[src/rtl/act_pipe_sequencer_if.sv]
// Signal bundle between act_pipe_sequencer and its environment: command,
// accumulator read port, activation pipeline links and UB write port.
interface act_pipe_sequencer_if #(
    parameter int unsigned AW    = 10,
    parameter int unsigned LEN_W = 16
);
    logic                cmd_valid;
    logic                cmd_ready;
    logic [AW-1:0]       cmd_acc_base;
    logic [AW-1:0]       cmd_ub_base;
    logic [LEN_W-1:0]    cmd_len;
    logic                cmd_loss_en;
    logic signed [15:0]  cmd_norm_gain;
    logic signed [31:0]  cmd_norm_bias;
    logic [4:0]          cmd_norm_shift;
    logic signed [15:0]  cmd_q_inv_scale;
    logic signed [7:0]   cmd_q_zero_point;

    logic                acc_rd_en;
    logic [AW-1:0]       acc_rd_addr;
    logic [31:0]         acc_rd_data;
    logic [31:0]         tgt_rd_data;

    logic                pipe_valid_in;
    logic [31:0]         pipe_acc_in;
    logic [31:0]         pipe_target_in;
    logic signed [15:0]  norm_gain;
    logic signed [31:0]  norm_bias;
    logic [4:0]          norm_shift;
    logic signed [15:0]  q_inv_scale;
    logic signed [7:0]   q_zero_point;
    logic                pipe_valid_out;
    logic [7:0]          pipe_ub_data;
    logic                pipe_loss_valid;
    logic signed [31:0]  pipe_loss;

    logic                ub_wr_en;
    logic [AW-1:0]       ub_wr_addr;
    logic [7:0]          ub_wr_data;
    logic                ub_wr_ready;

    logic                busy;
    logic                done;
    logic signed [47:0]  loss_sum;

    // Sequencer side.
    modport slave (
        input  cmd_valid, cmd_acc_base, cmd_ub_base, cmd_len, cmd_loss_en,
               cmd_norm_gain, cmd_norm_bias, cmd_norm_shift, cmd_q_inv_scale,
               cmd_q_zero_point, acc_rd_data, tgt_rd_data, pipe_valid_out,
               pipe_ub_data, pipe_loss_valid, pipe_loss, ub_wr_ready,
        output cmd_ready, acc_rd_en, acc_rd_addr, pipe_valid_in, pipe_acc_in,
               pipe_target_in, norm_gain, norm_bias, norm_shift, q_inv_scale,
               q_zero_point, ub_wr_en, ub_wr_addr, ub_wr_data, busy, done,
               loss_sum
    );

    // Environment side (control FSM, memories, pipeline, UB).
    modport master (
        output cmd_valid, cmd_acc_base, cmd_ub_base, cmd_len, cmd_loss_en,
               cmd_norm_gain, cmd_norm_bias, cmd_norm_shift, cmd_q_inv_scale,
               cmd_q_zero_point, acc_rd_data, tgt_rd_data, pipe_valid_out,
               pipe_ub_data, pipe_loss_valid, pipe_loss, ub_wr_ready,
        input  cmd_ready, acc_rd_en, acc_rd_addr, pipe_valid_in, pipe_acc_in,
               pipe_target_in, norm_gain, norm_bias, norm_shift, q_inv_scale,
               q_zero_point, ub_wr_en, ub_wr_addr, ub_wr_data, busy, done,
               loss_sum
    );
endinterface

[src/rtl/act_pipe_sequencer.sv]
// Streams a block of accumulator words through the activation pipeline into
// the UB, with a credit-limited output FIFO and per-job loss summation.
module act_pipe_sequencer #(
    parameter int unsigned AW         = 10,
    parameter int unsigned FIFO_DEPTH = 8,
    parameter int unsigned LEN_W      = 16
) (
    input  logic                clk,
    input  logic                reset,
    act_pipe_sequencer_if.slave bus
);
    localparam int unsigned PW = $clog2(FIFO_DEPTH);
    localparam int unsigned CW = PW + 1;

    typedef enum logic [1:0] {IDLE, ISSUE, DRAIN, DONE} state_t;

    typedef struct packed {
        logic [AW-1:0]    acc_base;
        logic [AW-1:0]    ub_base;
        logic [LEN_W-1:0] len;
        logic             loss_en;
        logic [15:0]      gain;
        logic [31:0]      bias;
        logic [4:0]       shift;
        logic [15:0]      inv_scale;
        logic [7:0]       zero_point;
    } cfg_t;

    state_t             state_q, state_d;
    cfg_t               cfg_q;
    logic               rdy_q;
    logic               pv_q;
    logic [LEN_W-1:0]   issued_q, written_q;
    logic [CW-1:0]      in_flight_q, fifo_cnt_q;
    logic [PW-1:0]      wr_ptr_q, rd_ptr_q;
    logic [7:0]         fifo_mem [FIFO_DEPTH];
    logic signed [47:0] loss_q;

    logic               accept, rd_en, busy_s, done_s;
    logic               push, pop, fifo_ne, fifo_full, push_ok, last_issue;
    logic [CW-1:0]      occupancy;

    assign accept     = bus.cmd_valid && rdy_q;
    assign occupancy  = in_flight_q + fifo_cnt_q;
    assign fifo_ne    = (fifo_cnt_q != '0);
    assign fifo_full  = (fifo_cnt_q == CW'(FIFO_DEPTH));
    // Returns are only accepted while a job is live, so stale pipeline
    // traffic after an abandoning reset never reaches the UB.
    assign push       = bus.pipe_valid_out && busy_s;
    assign pop        = fifo_ne && bus.ub_wr_ready;
    assign push_ok    = push && (!fifo_full || pop);
    assign last_issue = rd_en && ((issued_q + LEN_W'(1)) == cfg_q.len);

    // State register.
    always_ff @(posedge clk or posedge reset) begin
        if (reset) state_q <= IDLE;
        else       state_q <= state_d;
    end

    // Next-state logic.
    always_comb begin
        state_d = state_q;
        case (state_q)
            IDLE:    if (accept) state_d = (bus.cmd_len == '0) ? DONE : ISSUE;
            ISSUE:   if (last_issue) state_d = DRAIN;
            DRAIN:   if (written_q == cfg_q.len && in_flight_q == '0) state_d = DONE;
            DONE:    state_d = IDLE;
            default: state_d = IDLE;
        endcase
    end

    // State-decoded controls; reads issue only while credit remains.
    always_comb begin
        busy_s = 1'b0;
        done_s = 1'b0;
        rd_en  = 1'b0;
        case (state_q)
            ISSUE: begin
                busy_s = 1'b1;
                rd_en  = (occupancy < CW'(FIFO_DEPTH)) && (issued_q != cfg_q.len);
            end
            DRAIN:   busy_s = 1'b1;
            DONE:    done_s = 1'b1;
            default: ;
        endcase
    end

    // Command ready, low through reset and whenever the next state is not IDLE.
    always_ff @(posedge clk or posedge reset) begin
        if (reset) rdy_q <= 1'b0;
        else       rdy_q <= (state_d == IDLE);
    end

    // Job configuration latched at acceptance.
    always_ff @(posedge clk or posedge reset) begin
        if (reset)       cfg_q <= '0;
        else if (accept) cfg_q <= '{acc_base: bus.cmd_acc_base, ub_base: bus.cmd_ub_base,
                                    len: bus.cmd_len, loss_en: bus.cmd_loss_en,
                                    gain: bus.cmd_norm_gain, bias: bus.cmd_norm_bias,
                                    shift: bus.cmd_norm_shift,
                                    inv_scale: bus.cmd_q_inv_scale,
                                    zero_point: bus.cmd_q_zero_point};
    end

    // Issue/write/in-flight counters, pipeline valid delay and loss accumulator.
    always_ff @(posedge clk or posedge reset) begin
        if (reset) begin
            issued_q    <= '0;
            written_q   <= '0;
            in_flight_q <= '0;
            pv_q        <= 1'b0;
            loss_q      <= '0;
        end else begin
            pv_q <= rd_en;
            if (accept) begin
                issued_q    <= '0;
                written_q   <= '0;
                in_flight_q <= '0;
                loss_q      <= '0;
            end else begin
                if (rd_en) issued_q  <= issued_q + LEN_W'(1);
                if (pop)   written_q <= written_q + LEN_W'(1);
                in_flight_q <= in_flight_q + CW'(rd_en) - CW'(push);
                if (bus.pipe_loss_valid && cfg_q.loss_en && busy_s)
                    loss_q <= loss_q + {{16{bus.pipe_loss[31]}}, bus.pipe_loss};
            end
        end
    end

    // Output FIFO pointers and occupancy.
    always_ff @(posedge clk or posedge reset) begin
        if (reset) begin
            wr_ptr_q   <= '0;
            rd_ptr_q   <= '0;
            fifo_cnt_q <= '0;
        end else begin
            if (push_ok) wr_ptr_q <= wr_ptr_q + PW'(1);
            if (pop)     rd_ptr_q <= rd_ptr_q + PW'(1);
            fifo_cnt_q <= fifo_cnt_q + CW'(push_ok) - CW'(pop);
        end
    end

    // Output FIFO storage.
    always_ff @(posedge clk) begin
        if (push_ok) fifo_mem[wr_ptr_q] <= bus.pipe_ub_data;
    end

    overflow_chk: assert property (@(posedge clk) disable iff (reset)
                                   !(push && fifo_full && !pop));

    assign bus.cmd_ready      = rdy_q;
    assign bus.acc_rd_en      = rd_en;
    assign bus.acc_rd_addr    = rd_en ? (cfg_q.acc_base + AW'(issued_q)) : '0;
    assign bus.pipe_valid_in  = pv_q;
    assign bus.pipe_acc_in    = pv_q ? bus.acc_rd_data : '0;
    assign bus.pipe_target_in = (pv_q && cfg_q.loss_en) ? bus.tgt_rd_data : '0;
    assign bus.norm_gain      = cfg_q.gain;
    assign bus.norm_bias      = cfg_q.bias;
    assign bus.norm_shift     = cfg_q.shift;
    assign bus.q_inv_scale    = cfg_q.inv_scale;
    assign bus.q_zero_point   = cfg_q.zero_point;
    assign bus.ub_wr_en       = fifo_ne;
    assign bus.ub_wr_addr     = cfg_q.ub_base + AW'(written_q);
    assign bus.ub_wr_data     = fifo_ne ? fifo_mem[rd_ptr_q] : '0;
    assign bus.busy           = busy_s;
    assign bus.done           = done_s;
    assign bus.loss_sum       = loss_q;
endmodule

[src/flat_wrapper.sv]
// flat-port wrapper written by rule: the top's interface ports become plain ports
module act_pipe_sequencer_flat 
#(
    parameter int unsigned AW         = 10,
    parameter int unsigned FIFO_DEPTH = 8,
    parameter int unsigned LEN_W      = 16
)
  (clk, reset, bus_cmd_valid, bus_cmd_acc_base, bus_cmd_ub_base, bus_cmd_len, bus_cmd_loss_en, bus_cmd_norm_gain, bus_cmd_norm_bias, bus_cmd_norm_shift, bus_cmd_q_inv_scale, bus_cmd_q_zero_point, bus_acc_rd_data, bus_tgt_rd_data, bus_pipe_valid_out, bus_pipe_ub_data, bus_pipe_loss_valid, bus_pipe_loss, bus_ub_wr_ready, bus_cmd_ready, bus_acc_rd_en, bus_acc_rd_addr, bus_pipe_valid_in, bus_pipe_acc_in, bus_pipe_target_in, bus_norm_gain, bus_norm_bias, bus_norm_shift, bus_q_inv_scale, bus_q_zero_point, bus_ub_wr_en, bus_ub_wr_addr, bus_ub_wr_data, bus_busy, bus_done, bus_loss_sum);
  act_pipe_sequencer_if #(.AW(AW), .LEN_W(LEN_W)) bus_i ();
  input  logic clk;
  input  logic reset;
  input wire logic [$bits(bus_i.cmd_valid)-1:0] bus_cmd_valid;
  input wire logic [$bits(bus_i.cmd_acc_base)-1:0] bus_cmd_acc_base;
  input wire logic [$bits(bus_i.cmd_ub_base)-1:0] bus_cmd_ub_base;
  input wire logic [$bits(bus_i.cmd_len)-1:0] bus_cmd_len;
  input wire logic [$bits(bus_i.cmd_loss_en)-1:0] bus_cmd_loss_en;
  input wire logic [$bits(bus_i.cmd_norm_gain)-1:0] bus_cmd_norm_gain;
  input wire logic [$bits(bus_i.cmd_norm_bias)-1:0] bus_cmd_norm_bias;
  input wire logic [$bits(bus_i.cmd_norm_shift)-1:0] bus_cmd_norm_shift;
  input wire logic [$bits(bus_i.cmd_q_inv_scale)-1:0] bus_cmd_q_inv_scale;
  input wire logic [$bits(bus_i.cmd_q_zero_point)-1:0] bus_cmd_q_zero_point;
  input wire logic [$bits(bus_i.acc_rd_data)-1:0] bus_acc_rd_data;
  input wire logic [$bits(bus_i.tgt_rd_data)-1:0] bus_tgt_rd_data;
  input wire logic [$bits(bus_i.pipe_valid_out)-1:0] bus_pipe_valid_out;
  input wire logic [$bits(bus_i.pipe_ub_data)-1:0] bus_pipe_ub_data;
  input wire logic [$bits(bus_i.pipe_loss_valid)-1:0] bus_pipe_loss_valid;
  input wire logic [$bits(bus_i.pipe_loss)-1:0] bus_pipe_loss;
  input wire logic [$bits(bus_i.ub_wr_ready)-1:0] bus_ub_wr_ready;
  output wire logic [$bits(bus_i.cmd_ready)-1:0] bus_cmd_ready;
  output wire logic [$bits(bus_i.acc_rd_en)-1:0] bus_acc_rd_en;
  output wire logic [$bits(bus_i.acc_rd_addr)-1:0] bus_acc_rd_addr;
  output wire logic [$bits(bus_i.pipe_valid_in)-1:0] bus_pipe_valid_in;
  output wire logic [$bits(bus_i.pipe_acc_in)-1:0] bus_pipe_acc_in;
  output wire logic [$bits(bus_i.pipe_target_in)-1:0] bus_pipe_target_in;
  output wire logic [$bits(bus_i.norm_gain)-1:0] bus_norm_gain;
  output wire logic [$bits(bus_i.norm_bias)-1:0] bus_norm_bias;
  output wire logic [$bits(bus_i.norm_shift)-1:0] bus_norm_shift;
  output wire logic [$bits(bus_i.q_inv_scale)-1:0] bus_q_inv_scale;
  output wire logic [$bits(bus_i.q_zero_point)-1:0] bus_q_zero_point;
  output wire logic [$bits(bus_i.ub_wr_en)-1:0] bus_ub_wr_en;
  output wire logic [$bits(bus_i.ub_wr_addr)-1:0] bus_ub_wr_addr;
  output wire logic [$bits(bus_i.ub_wr_data)-1:0] bus_ub_wr_data;
  output wire logic [$bits(bus_i.busy)-1:0] bus_busy;
  output wire logic [$bits(bus_i.done)-1:0] bus_done;
  output wire logic [$bits(bus_i.loss_sum)-1:0] bus_loss_sum;
  assign bus_i.cmd_valid = bus_cmd_valid;
  assign bus_i.cmd_acc_base = bus_cmd_acc_base;
  assign bus_i.cmd_ub_base = bus_cmd_ub_base;
  assign bus_i.cmd_len = bus_cmd_len;
  assign bus_i.cmd_loss_en = bus_cmd_loss_en;
  assign bus_i.cmd_norm_gain = bus_cmd_norm_gain;
  assign bus_i.cmd_norm_bias = bus_cmd_norm_bias;
  assign bus_i.cmd_norm_shift = bus_cmd_norm_shift;
  assign bus_i.cmd_q_inv_scale = bus_cmd_q_inv_scale;
  assign bus_i.cmd_q_zero_point = bus_cmd_q_zero_point;
  assign bus_i.acc_rd_data = bus_acc_rd_data;
  assign bus_i.tgt_rd_data = bus_tgt_rd_data;
  assign bus_i.pipe_valid_out = bus_pipe_valid_out;
  assign bus_i.pipe_ub_data = bus_pipe_ub_data;
  assign bus_i.pipe_loss_valid = bus_pipe_loss_valid;
  assign bus_i.pipe_loss = bus_pipe_loss;
  assign bus_i.ub_wr_ready = bus_ub_wr_ready;
  assign bus_cmd_ready = bus_i.cmd_ready;
  assign bus_acc_rd_en = bus_i.acc_rd_en;
  assign bus_acc_rd_addr = bus_i.acc_rd_addr;
  assign bus_pipe_valid_in = bus_i.pipe_valid_in;
  assign bus_pipe_acc_in = bus_i.pipe_acc_in;
  assign bus_pipe_target_in = bus_i.pipe_target_in;
  assign bus_norm_gain = bus_i.norm_gain;
  assign bus_norm_bias = bus_i.norm_bias;
  assign bus_norm_shift = bus_i.norm_shift;
  assign bus_q_inv_scale = bus_i.q_inv_scale;
  assign bus_q_zero_point = bus_i.q_zero_point;
  assign bus_ub_wr_en = bus_i.ub_wr_en;
  assign bus_ub_wr_addr = bus_i.ub_wr_addr;
  assign bus_ub_wr_data = bus_i.ub_wr_data;
  assign bus_busy = bus_i.busy;
  assign bus_done = bus_i.done;
  assign bus_loss_sum = bus_i.loss_sum;
  act_pipe_sequencer #(.AW(AW), .FIFO_DEPTH(FIFO_DEPTH), .LEN_W(LEN_W)) u_core (.clk(clk), .reset(reset), .bus(bus_i));
endmodule
[config.mk]
export PLATFORM = sky130hd
export DESIGN_NAME = act_pipe_sequencer_flat
export DESIGN_NICKNAME = d
export VERILOG_FILES = /design/src/rtl/act_pipe_sequencer_if.sv /design/src/rtl/act_pipe_sequencer.sv /design/src/flat_wrapper.sv
export SDC_FILE = /design/constraint.sdc
export NUM_CORES = 1
export LEC_CHECK = 0
export CORE_MARGIN = 2
export CORE_UTILIZATION = 49
export CTS_CLUSTER_SIZE = 8
export DETAILED_ROUTE_END_ITERATION = 16
export PLACE_DENSITY = 0.81
export SLEW_MARGIN = 40
export SYNTH_ARGS = -nofsm -noshare
export SYNTH_HDL_FRONTEND = slang
export SYNTH_SLANG_ARGS = --single-unit
[constraint.sdc]
create_clock -name clk -period 10 [get_ports clk]
set_input_delay 2 -clock clk [delete_from_list [all_inputs] [get_ports clk]]
set_output_delay 2 -clock clk [all_outputs]
set_load 0.01 [all_outputs]
# ---- Word level (Yosys, flattened, before mapping)
# Memories as Yosys holds them, arrays and structs flattened.
# Cells that the tools add are included.
# Widths: inputs -> output; s select.
dict set report word_totals {
  register_bits 212
  ram_bits 64
  in_bits 224
  output_inout_bits 223
  elab_cells 82
  memories 1
}
# name depth width rd rd_clocked_by_memory_dff write_ports line
set memory_table {}
lappend memory_table {u_core.fifo_mem 8 8 1 0 1 act_pipe_sequencer.sv:36} ;# logic [7:0] fifo_mem [FIFO_DEPTH];
dict set report classes {
  add_sub_neg 12
  magnitude_cmp 1
  eq_ne 7
  n_mux 21
  n_reduce_logical 21
}
# cell n
set ops {}
lappend ops {{$mux 48} 2}
lappend ops {{$mux 16} 4}
lappend ops {{$mux 32} 2}
lappend ops {{$add 48x48->48} 1}
lappend ops {{$add 16x1->16 const B} 2}
lappend ops {{$eq 16x16->1} 2}
lappend ops {{$add 10x10->10} 2}
lappend ops {{$logic_not 16->1} 1}
lappend ops {{$ne 16x16->1} 1}
lappend ops {{$logic_and 1x1->1} 10}
lappend ops {{$mux 10} 1}
lappend ops {{$add 4x1->4} 2}
lappend ops {{$mux 2} 4}
lappend ops {{$mux 8} 1}
lappend ops {{$pmux 2 s4} 1}
lappend ops {{$sub 4x1->4} 2}
lappend ops {{$add 3x1->3 const B} 2}
lappend ops {{$reduce_bool 2->1} 3}
lappend ops {{$mux 1} 5}
lappend ops {{$add 4x4->4} 1}
lappend ops {{$eq 2x2->1 const B} 2}
lappend ops {{$eq 4x4->1 const B} 1}
lappend ops {{$logic_not 2->1} 2}
lappend ops {{$logic_not 4->1} 1}
lappend ops {{7 further kinds} 7}

# ---- Depth between registers and ports, before layout
# Gate-level depths: netlist of run 1.
dict set report logic_depth {
  depth_word 8
  ltp_mapped 13
  mapped_depth_nobuf 13
}

# ---- Least setup slack after synthesis of run 1
# OpenSTA, ideal clock, no wires.
dict set report synth_timing {
  path_type {input-to-reg}
  from {input port bus_pipe_loss[0]}
  to {register u_core.loss_q[44], in the netlist u_core.bus.loss_sum[44]}
  setup_time_ps 122
  arrival_ps 4675
  slack_ps 5204
  cell_stages 13
  n_path_buf 0
  path_cell_list {ha_1 inv_1 fa_1 nor2b_1 o211ai_1 a31oi_2 a41o_2 nand2_4 o31ai_4 a311oi_4 o21ai_2 mux2_4 a32o_1}
}
dict set report synth_between {
  elab_chain_cells 3
}
# element line
set synth_lines {}
lappend synth_lines {{start: declaration} flat_wrapper.sv:27} ;# input wire logic [$bits(bus_i.pipe_loss)-1:0] bus_pipe_loss;
lappend synth_lines {{$add 48x48->48} act_pipe_sequencer.sv:125} ;# loss_q <= loss_q + {{16{bus.pipe_loss[31]}}, bus.pipe_loss};
lappend synth_lines {{$mux 48} act_pipe_sequencer.sv:124} ;# if (bus.pipe_loss_valid && cfg_q.loss_en && busy_s)
lappend synth_lines {{$mux 48} act_pipe_sequencer.sv:115} ;# if (accept) begin
lappend synth_lines {{end signal: assignment} act_pipe_sequencer.sv:125}
lappend synth_lines {{end: declaration} act_pipe_sequencer.sv:37} ;# logic signed [47:0] loss_q;
# Every way passes these cells. The select of a mux whose other input is x is not followed.
# A chain may end at the register's enable or synchronous reset.

# ---- Worst setup path in the final report of run 1
dict set report layout_timing {
  from {register u_core.written_q[1]}
  to {output port bus_ub_wr_addr[9]}
}
dict set report layout_between {
  elab_chain_cells 1
}
# element line
set layout_lines {}
lappend layout_lines {{start: declaration} act_pipe_sequencer.sv:33} ;# logic [LEN_W-1:0] issued_q, written_q;
lappend layout_lines {{start signal: assignment} act_pipe_sequencer.sv:122} ;# if (pop) written_q <= written_q + LEN_W'(1);
lappend layout_lines {{$add 10x10->10} act_pipe_sequencer.sv:163} ;# assign bus.ub_wr_addr = cfg_q.ub_base + AW'(written_q);
lappend layout_lines {{end: declaration} flat_wrapper.sv:41} ;# output wire logic [$bits(bus_i.ub_wr_addr)-1:0] bus_ub_wr_addr;
# Every way passes these cells.

==> results of run 1 <==
[metal layers]
layer	share of wire	GRT usage	vias to the layer above
li1	-	-	6671
met1	0.40	0.338	6662
met2	0.49	0.470	545
met3	0.077	0.0611	104
met4	0.036	0.106	0
met5	0	0	-
[per-stage QoR]
| stage | power [W] | instances | cell area [µm²] | utilization | setup WS, ns |
|---|---|---|---|---|---|
| 6_report | 0.00566 | 2589 | 21700 | 0.666 | 4.52 |
| 3_5_place_dp | 0.00440 | 2529 | 20600 | 0.630 | 4.38 |
| 2_1_floorplan | 0.00344 | 1784 | 16300 | - | 2.21 |
| 4_1_cts | 0.00569 | 2588 | 21700 | 0.666 | 4.51 |
| 3_3_place_gp | 0.00432 | 2529 | 20500 | 0.630 | 4.40 |
| 5_1_grt | 0.00603 | 2589 | 21700 | 0.666 | 4.22 |
[kinds of logic after synthesis]
group                      Yosys count
and+or+nand+nor                    796
xor gates and xnor gates           134
AOI/OAI and AO/OA                  254
buffers and inverters              203
muxes                               30
adders and majority gates           91
DFF                                276
[worst reg2reg max path, cell delays in order, from the launching register on]
cell and delay [ns]:
dfrtp_1 0.37, ha_1 0.18, inv_1 0.05, fa_1 0.44
nor2b_1 0.19, o211ai_1 0.14, a31oi_2 0.32, a41o_2 0.29
nand2_4 0.08, o31ai_4 0.32, a311oi_4 0.17, o21ai_2 0.31
mux2_4 0.33, a32o_1 0.24
[cells in the mapped netlist (11+ instances only)]
cell type	n
and2_1	42
inv_1	44
buf_4	77
nor3_1	15
ha_1	86
clkbuf_1	66
dfrtp_1	212
o21ai_0	45
and3_1	47
mux2i_1	12
nand3_1	28
nor4_1	12
o21bai_1	13
nor2_1	110
a21oi_1	95
edfxtp_1	64
xor2_1	64
xnor2_1	70
buf_1	11
mux4_2	16
a21o_1	24
nand2_1	481
a211oi_1	13
nand4_1	23
[cell type report]
cell class	count	area [µm²]	area share
inverters	46	180	0.00829
clock inverters	3	90.1	0.00415
clock buffers	56	1060	0.0488
multi-input cells	1305	8040	0.370
repair buffers	460	4570	0.210
diodes	1	2.50	0.000115
flip-flops and latches	276	7230	0.333
well taps	442	553	0.0254
[final timing paths]
path                                            to  slack (ns)  depth (start not counted)
max in group asynchronous       u_core.rd_ptr_q[0]        6.98                          3
hold reg to reg            u_core.bus.norm_gain[3]        0.47                          2
min in group asynchronous  u_core.bus.loss_sum[39]        1.97                          2
setup reg to reg           u_core.bus.loss_sum[44]        6.46                         13
setup / recovery                 bus_ub_wr_addr[9]        4.52                         12
hold / removal             u_core.bus.norm_gain[3]        0.47                          2
[sequential cells by signal (all words and copies together) (netlist names), 2 cells and up]
name	count
u_core.in_flight_q	4
u_core.state_q	2
u_core.cfg_q	37
u_core.fifo_cnt_q	4
u_core.bus.norm_shift	5
u_core.bus.q_inv_scale	16
u_core.rd_ptr_q	3
u_core.issued_q	16
u_core.wr_ptr_q	3
u_core.bus.loss_sum	48
u_core.written_q	16
u_core.bus.norm_bias	32
u_core.fifo_mem	64
u_core.bus.q_zero_point	8
u_core.bus.norm_gain	16
[power by group]
part	switching, W	leakage [nW]	total, W	internal [W]
registers	0.000352	3.29	0.00186	0.00150
logic	0.00130	5.91	0.00255	0.00125
clock network	0.000508	0.546	0.00125	0.000739
total	0.00216	9.75	0.00566	0.00350
==> results.md, run 1 <==
* Hold Fails Final Rpt at 0
* XOR/XNOR Fraction of Synth Area at 0.0721
* Grt total ovfl at 0
* Async set or reset register ratio after synthesis at 0.768
* Crit Path Class: flop to output port
* Worst-Skew Late Latency at roughly 0.54 ns
* Starting Density at 0.499
* Netlist cell types at 75
* CP Capture Type: output port
* Critical Path RT at 8.00 ns
* # nets final at between 2,000 and 2,500
* TritonCTS Sinks at 276
* WL final at approximately 49 mm
* GRT Util Overall at 0.274
* Yosys reg bits at roughly 280
* Worst rel slew slack at 0.452
* Synth area leaders: dfrtp_1 (33%), edfxtp_1 (12%), nand2_1 (11%), ha_1 (6.6%), xnor2_1 (3.8%)
* Reg2reg start: u_core.bus.loss_sum[0]
* Vias post-DR at ~14,000
* Placement Rows at 66
* Clk slew on worst S/H paths at around 0.050 ns
* Placer congestion estimate at between 0.9 and 1
* Vias in the first global route at 14,200
* CTS max path bufs at 3
* Status: finished, final reports clean
* Largest family of logic cells by synthesized area: simple AND/OR/NAND/NOR gates
* Actual slew at the worst max-slew pin at 0.822 ns
* Slowest CP cell: clkdlybuf4s50_1
* EDFF count, synth at 64
* Startpoint Class: flop
* Syn Nets at 2,099
* Fmax at between 150 and 200 MHz
* Largest delay share family, worst path: compound AO/OA/AOI/OAI gates
* PwrDens at approximately 260 nW/µm²
* Overall die area at about 35,000 µm²
* Ports at 447
* Total negative slack at 0 ns
* Post-synth top area share at 0.326
* Worst hold start: u_core.bus.norm_gain[3]
* Min-Delay Path Class: flop to flop
* First-pass iteration count of the detailed router at 5
* Fin crit share at 0.548
* Crit path buf inv count at 1
* Width of the die at around 190 µm
* Sequential share of the synthesized area at 0.444
* Root Driver: clkbuf_16
* Remaining DRCs at 0
* YS warnings at 0
* Maxcap violations at 0
* Avg WL per Cell at 18.7 µm
* TritonCTS clock tree: yes
* Height of the die at 186 µm
* Layout fillers at 2,544
* First-pass GRT wire length at 74.8 mm
* CTS Buf Count at 40
* Antenna violations before repair at 1
* Fin crit period at between 5 and 6 ns
* CP startpoint: u_core.written_q[1]
* Post-synthesis simple-gate area fraction at 0.215
* Most frequent cells in the layout: nand2_1 (480), clkdlybuf4s50_1 (445), dfrtp_1 (210)
* Skew final at 0.0297 ns
* Lkg Pwr at approximately 10 nW
* H-tree Lvls at 2
* Multiplexer share of the synthesized area at 0.0311
* Max Slew Vio Count at 0
* P&R area growth vs syn at 33.5%
* Commonest non-fill, non-tap cell in the layout: nand2_1
* DR iter-0 viols at between 700 and 800
* Number of vias per cell at around 5.4
* Setup Fix Bufs, Post-CTS at 0
* Critical Path, Cell by Cell: ha_1 -> a21o_1 -> a21oi_1 -> o21bai_1 -> a21oi_1 -> nor2b_1 -> o21a_1 -> o21ai_0 -> nand2b_1 -> a21oi_1 -> xnor2_1 -> clkdlybuf4s50_1
* Worst EP arrival at 3.48 ns
* HPWL after detailed placement at about 35 mm
* Post-Syn Area at about 16,000 µm²
* Synth Area in Adders at 0.0722
* Hold Buf Count CTS at 0
* Synth area leader: dfrtp_1
* Core Box Area at 32,600 µm²
* Layout cells sized above 1 at 0.0485
* Hold_ws at between 0.4 and 0.5 ns
* Slowest Stage Delay on Critical Path at 0.57 ns
* Synth Instances at approximately 1,800
* Primary FF master, synth: dfrtp_1
* Complex-gate fraction of the synthesized area at 0.101
* Routed Antenna Nets at 0
* Final setup viols at 0
* Syn_area_per_cell at around 9.1 µm²
* RSZ-0062 raised after global routing: no
* Port Buffers at approximately 450
* Max IR drop VDD at approximately 0.22 mV
* Crit path top cell by count: a21oi_1
* PostCTS Resize Cnt at 0
* Pin count of the biggest net entering global routing at 90
* Worst Path Max Fanout at 7
(Power assumes the default switching activity.)
==> run 2, diff against run 1 <==
CORE_UTILIZATION = 45   (was 49)
PLACE_DENSITY = 0.79   (was 0.81)
clock period = 4.4 ns   (was 10 ns; I/O delays follow)
==> run 2 against run 1 <==
  * Wire length down 0.83%
  * Clock power up 130%
  * Hold slack better by 0.0038 ns
  * Critical path type unchanged
  * Largest cell class unchanged
==> results.md, run 2 (synthesized netlist as in run 1, its figures left out) <==
* Hold_ws at between 0.4 and 0.5 ns
* Remaining DRCs at 0
* GRT Util Overall at 0.249
* Most frequent cells in the layout: nand2_1 (480), clkdlybuf4s50_1 (444), dfrtp_1 (209)
* Commonest non-fill, non-tap cell in the layout: nand2_1
* Lkg Pwr at 9.86 nW
* Grt total ovfl at 0
* Starting Density at 0.458
* Hold depth at 2
* Fmax at approximately 240 MHz
* Pin count of the biggest net entering global routing at 101
* Worst rel slew slack at 0.495
* CTS Buf Count at 40
* CTS max path bufs at 3
* RSZ-0062 raised after global routing: no
* Overall die area at between 30,000 and 40,000 µm²
* Port Buffers at 446
* Placer congestion estimate at between 0.9 and 1
* TritonCTS clock tree: yes
* CP Capture Type: output port
* R2r endpoint: u_core.bus.loss_sum[46]
* WL final at approximately 48 mm
* Startpoint Class: flop
* DR iter-0 viols at just under 900
* Layout cells sized above 1 at 0.0570
* TritonCTS Sinks at between 200 and 300
* Clock power frac at 0.219
* Max Slew Vio Count at 0
* Fin crit period at approximately 4.2 ns
* P_sw at ~0.0049 W
* Status: finished, final reports clean
* Worst hold start: u_core.bus.norm_bias[13]
* Number of vias per cell at around 5.3
* Core Box Area at ~36,000 µm²
* PostCTS Resize Cnt at 0
* Final setup viols at 0
* Crit Path Class: flop to output port
* Skew final at roughly 0.037 ns
* Switching part of the total at 0.379
* First-pass iteration count of the detailed router at 5
* Routed Antenna Nets at 0
* Vias post-DR at 14,000
* Min-Delay Path Class: flop to flop
* Hold Buf Count CTS at 0
* Actual slew at the worst max-slew pin at roughly 0.76 ns
* Largest reg by FF count: u_core.fifo_mem
* Maxcap violations at 0
* Layout fillers at roughly 2,900
* R2R depth at 11
* # nets final at 2,459
* Fin crit share at 0.957
* Worst Path Max Fanout at 7
* Combinational power share at 0.459
* Hold Path End: u_core.bus.norm_bias[13]
* R2R setup slack at 0.98 ns
* Width of the die at 194 µm
* Root Driver: clkbuf_16
* P&R area growth vs syn at 34.6%
* Critical Path RT at 3.52 ns
* Worst EP arrival at 3.33 ns
* Reg2reg start: u_core.bus.loss_sum[11]
* Setup Fix Bufs, Post-CTS at 0
* H-tree Lvls at 2
* Flop pwr share at 0.321
* Vias in the first global route at 14,200
* Total negative slack at 0 ns
* HPWL after detailed placement at about 36 mm
* Clk slew on worst S/H paths at ~0.05 ns
* Placement Rows at about 70
* Worst-Skew Late Latency at roughly 0.56 ns
* Largest register FFs at 64
* Max IR drop VDD at between 0.3 and 0.4 mV
* Antenna violations before repair at 4
* Ports at roughly 450
* Hold Fails Final Rpt at 0
* First-pass GRT wire length at approximately 76 mm
* PwrDens at ~590 nW/µm²
* Int Power at about 0.008 W
* Height of the die at a little under 200 µm
* Avg WL per Cell at about 18 µm
## run 2: per-layer routing
layer	track usage	part of all wire	vias up
met5	0	0.00027	-
met4	0.108	0.038	2
met3	0.0527	0.064	99
met2	0.428	0.49	475
met1	0.302	0.41	6694
li1	-	-	6691
## run 2: cell type report
class                      instances  area (µm²)  area share
timing repair buffer             475        4740       0.217
sequential                       276        7230       0.330
inverter                          46         176     0.00805
clock buffer                      52        1060      0.0482
clock inverter                     3        80.1     0.00366
multi-input combinational       1305        8040       0.367
tap                              461         577      0.0263
antenna                            3        7.51    0.000343
## run 2: worst max-delay path by stage
stage	from	to	cells after the start	slack, ns
2_1_floorplan	bus_pipe_loss[0]	u_core.bus.loss_sum[44]	13	0.72
3_3_place_gp	bus_pipe_loss[0]	u_core.bus.loss_sum[46]	14	0.15
3_5_place_dp	bus_pipe_loss[0]	u_core.bus.loss_sum[44]	14	0.13
4_1_cts	u_core.written_q[1]	bus_ub_wr_addr[9]	12	0.04
5_1_grt	u_core.written_q[0]	bus_ub_wr_addr[8]	12	0.02
6_report	u_core.issued_q[1]	bus_acc_rd_addr[9]	11	0.19
## run 2: power groups by stage
stage	clock network, W	registers (W)	logic [W]
CTS	0.00288	0.00413	0.00593
finish	0.00282	0.00413	0.00590
floorplan	0	0.00393	0.00390
global placement	0	0.00412	0.00573
global route	0.00300	0.00424	0.00648
detailed placement	0	0.00417	0.00588
## run 2: worst max-delay path, cell delays in order (launching register included)
cell	delay, ns
dfrtp_1	0.49
ha_1	0.34
a21o_1	0.17
a21oi_2	0.18
o21bai_1	0.09
a21oi_1	0.22
o21bai_1	0.12
a21oi_2	0.19
o21ai_0	0.13
xnor2_1	0.15
nor2_1	0.13
clkdlybuf4s50_1	0.57
## run 2: stage by stage
step	setup slack, ns	area, µm²	std cells	power, W	utilization
6_report	0.187	21900	2621	0.0129	0.616
2_1_floorplan	0.724	16300	1784	0.00782	-
4_1_cts	0.0356	21900	2618	0.0129	0.615
3_5_place_dp	0.129	20700	2563	0.0101	0.583
3_3_place_gp	0.146	20700	2562	0.00985	0.582
5_1_grt	0.0178	21900	2621	0.0137	0.616
==> run 3, diff against run 2 <==
CORE_UTILIZATION = 53   (was 45)
PLACE_DENSITY = 0.87   (was 0.79)
REMOVE_ABC_BUFFERS = 1   (was default)
clock period = 4.9 ns   (was 4.4 ns; I/O delays follow)
==> run 3 against run 2 <==
  * Combinational power shrank 11%
  * Core utilization rose by 9.8 points
  * Hold slack got worse by 0.0032 ns
  * Sequential power down 7.5%
  * Die area fell by 15%
  * Cell count shrank 2.8%
  * Global-route usage grew 6.9 points
  * Sequential share of layout area grew 0.29 points
==> results.md, run 3 (synthesized netlist as in run 1, its figures left out) <==
* Status: finished, final reports clean
* R2R setup slack at ~1.3 ns
* Dpl ws at roughly 0.33 ns
* Critical Path RT at 3.92 ns
* Post-Layout Cell Count at around 2,500
* Antenna violations before repair at 4
* Ports at approximately 450
* DR iter-0 viols at between 800 and 900
* HPWL after detailed placement at about 37 mm
* Placer congestion estimate at ~0.95
* # nets final at around 2,400
* P&R area growth vs syn at 33.4%
* WL final at 51.4 mm
* Remaining DRCs at 0
* Min-Delay Path Class: flop to flop
* CP Capture Type: output port
* Crit Path Class: flop to output port
* First-pass iteration count of the detailed router at 5
* Hold Buf Count CTS at 0
* Pin count of the biggest net entering global routing at ~110
* Worst hold start: u_core.bus.q_inv_scale[1]
* Grt total ovfl at 0
* Core Box Area at between 30,000 and 40,000 µm²
* R2R depth at 13
* Maxcap violations at 0
* Hold Fails Final Rpt at 0
* Most frequent cells in the layout: nand2_1 (480), clkdlybuf4s50_1 (446), dfrtp_1 (210)
* Largest register FFs at 64
* Worst EP arrival at 3.67 ns
* Worst Path Max Fanout at 7
* Critical Path, Cell by Cell: ha_1 -> a21o_1 -> a21oi_1 -> o21bai_1 -> a21oi_1 -> nor2b_1 -> o21a_1 -> o21ai_0 -> nand2b_1 -> a21oi_1 -> xnor2_1 -> clkdlybuf4s50_1
* Avg WL per Cell at 20.2 µm
* Root Driver: clkbuf_16
* Fin util at 0.714
* Fin crit share at 0.948
* TritonCTS clock tree: yes
* Skew final at 0.0106 ns
* Number of vias per cell at approximately 5.6
* CTS Buf Count at 40
* Port Buffers at roughly 450
* Hold Path End: u_core.bus.q_inv_scale[1]
* Fmax at ~220 MHz
* PwrDens at between 500 and 600 nW/µm²
* Worst-Skew Late Latency at around 0.54 ns
* Final setup viols at 0
* Total negative slack at 0 ns
* Overall die area at 32,100 µm²
* Startpoint Class: flop
* Routed Antenna Nets at 0
* Slowest Stage Delay on Critical Path at 0.63 ns
* Clk slew on worst S/H paths at 0.05 ns
* Final worst slack at between 0.2 and 0.3 ns
* Vias in the first global route at roughly 15,000
* Fin crit period at 4.65 ns
* Vias post-DR at approximately 14,000
* Levels on crit path at 12
* Width of the die at roughly 180 µm
* Crit path top cell by count: a21oi_1
* R2r endpoint: u_core.bus.loss_sum[44]
* Setup Fix Bufs, Post-CTS at 0
* Layout cells sized above 1 at 0.0493
* Area of the multi-input gates at between 8000 and 9000 µm²
* Actual slew at the worst max-slew pin at roughly 0.83 ns
* Reg2reg start: u_core.bus.loss_sum[0]
* Max Slew Vio Count at 0
* Placement Rows at 64
* H-tree Lvls at 2
* Reg area at approximately 7200 µm²
* CTS max path bufs at 3
* Slowest CP cell: clkdlybuf4s50_1
* Starting Density at 0.535
* RSZ-0062 raised after global routing: no
* Crit path buf inv count at 1
* Post-Place Cells at about 2,500
* Height of the die at about 180 µm
* Lkg Pwr at between 9 and 10 nW
* TritonCTS Sinks at 276
* Worst rel slew slack at 0.449
* Largest reg by FF count: u_core.fifo_mem
* Layout fillers at roughly 2,200
* Hold depth at 2
* GRT Util Overall at 0.318
* Max IR drop VDD at around 0.47 mV
* First-pass GRT wire length at 78.6 mm
* PostCTS Resize Cnt at 0
* Commonest non-fill, non-tap cell in the layout: nand2_1
* Largest delay share family, worst path: compound AO/OA/AOI/OAI gates
-- run 3: where the power goes --
| group | internal (W) | switching (W) | total, W |
|---|---|---|---|
| registers | 0.00307 | 0.000751 | 0.00382 |
| clock network | 0.00155 | 0.00103 | 0.00258 |
| logic | 0.00257 | 0.00267 | 0.00524 |
| total | 0.00719 | 0.00445 | 0.0116 |
-- run 3: final cells by class --
class                      count  share of cell area
multi-input combinational   1305               0.369
sequential                   276               0.333
timing repair buffer         465               0.213
clock buffer                  53              0.0483
tap                          396              0.0228
inverter                      46             0.00853
clock inverter                 4             0.00461
antenna                        3            0.000346
-- run 3: worst reg2reg max path: stages, from the launching register on --
cell and delay [ns]:
dfrtp_1 0.39, ha_1 0.21, inv_1 0.09, fa_1 0.42, nor2b_1 0.19, o211ai_1 0.14, a31oi_2 0.35, a41o_2 0.30
nand2_4 0.08, o31ai_4 0.32, a311oi_4 0.18, o21ai_2 0.27, mux2_4 0.33, a32o_1 0.24
-- run 3: worst max-delay path by stage --
stage                                    endpoint  slack, ns                start
final                           bus_ub_wr_addr[9]       0.25  u_core.written_q[1]
after detailed placement  u_core.bus.loss_sum[44]       0.33     bus_pipe_loss[0]
after global routing            bus_ub_wr_addr[9]       0.03  u_core.written_q[1]
after global placement    u_core.bus.loss_sum[44]       0.44     bus_pipe_loss[0]
after CTS                       bus_ub_wr_addr[9]       0.27  u_core.written_q[1]
after floorplan              u_core.bus.cmd_ready      -1.87                reset
-- run 3: through the flow --
| step | instance area, µm² | hold WS (ns) | power, W |
|---|---|---|---|
| 2_1_floorplan | 15400 | 0.450 | 0.00658 |
| 3_3_place_gp | 20500 | 0.457 | 0.00881 |
| 3_5_place_dp | 20500 | 0.462 | 0.00899 |
| 4_1_cts | 21700 | 0.474 | 0.0117 |
| 5_1_grt | 21700 | 0.496 | 0.0123 |
| 6_report | 21700 | 0.469 | 0.0116 |
-- run 3: layer usage --
metal | up-vias | routed length (µm) | track usage
li1 | 6670 | - | -
met1 | 6933 | 18000 | 0.350
met2 | 645 | 25700 | 0.557
met3 | 140 | 4520 | 0.0797
met4 | 0 | 3200 | 0.182
met5 | - | 0 | 0
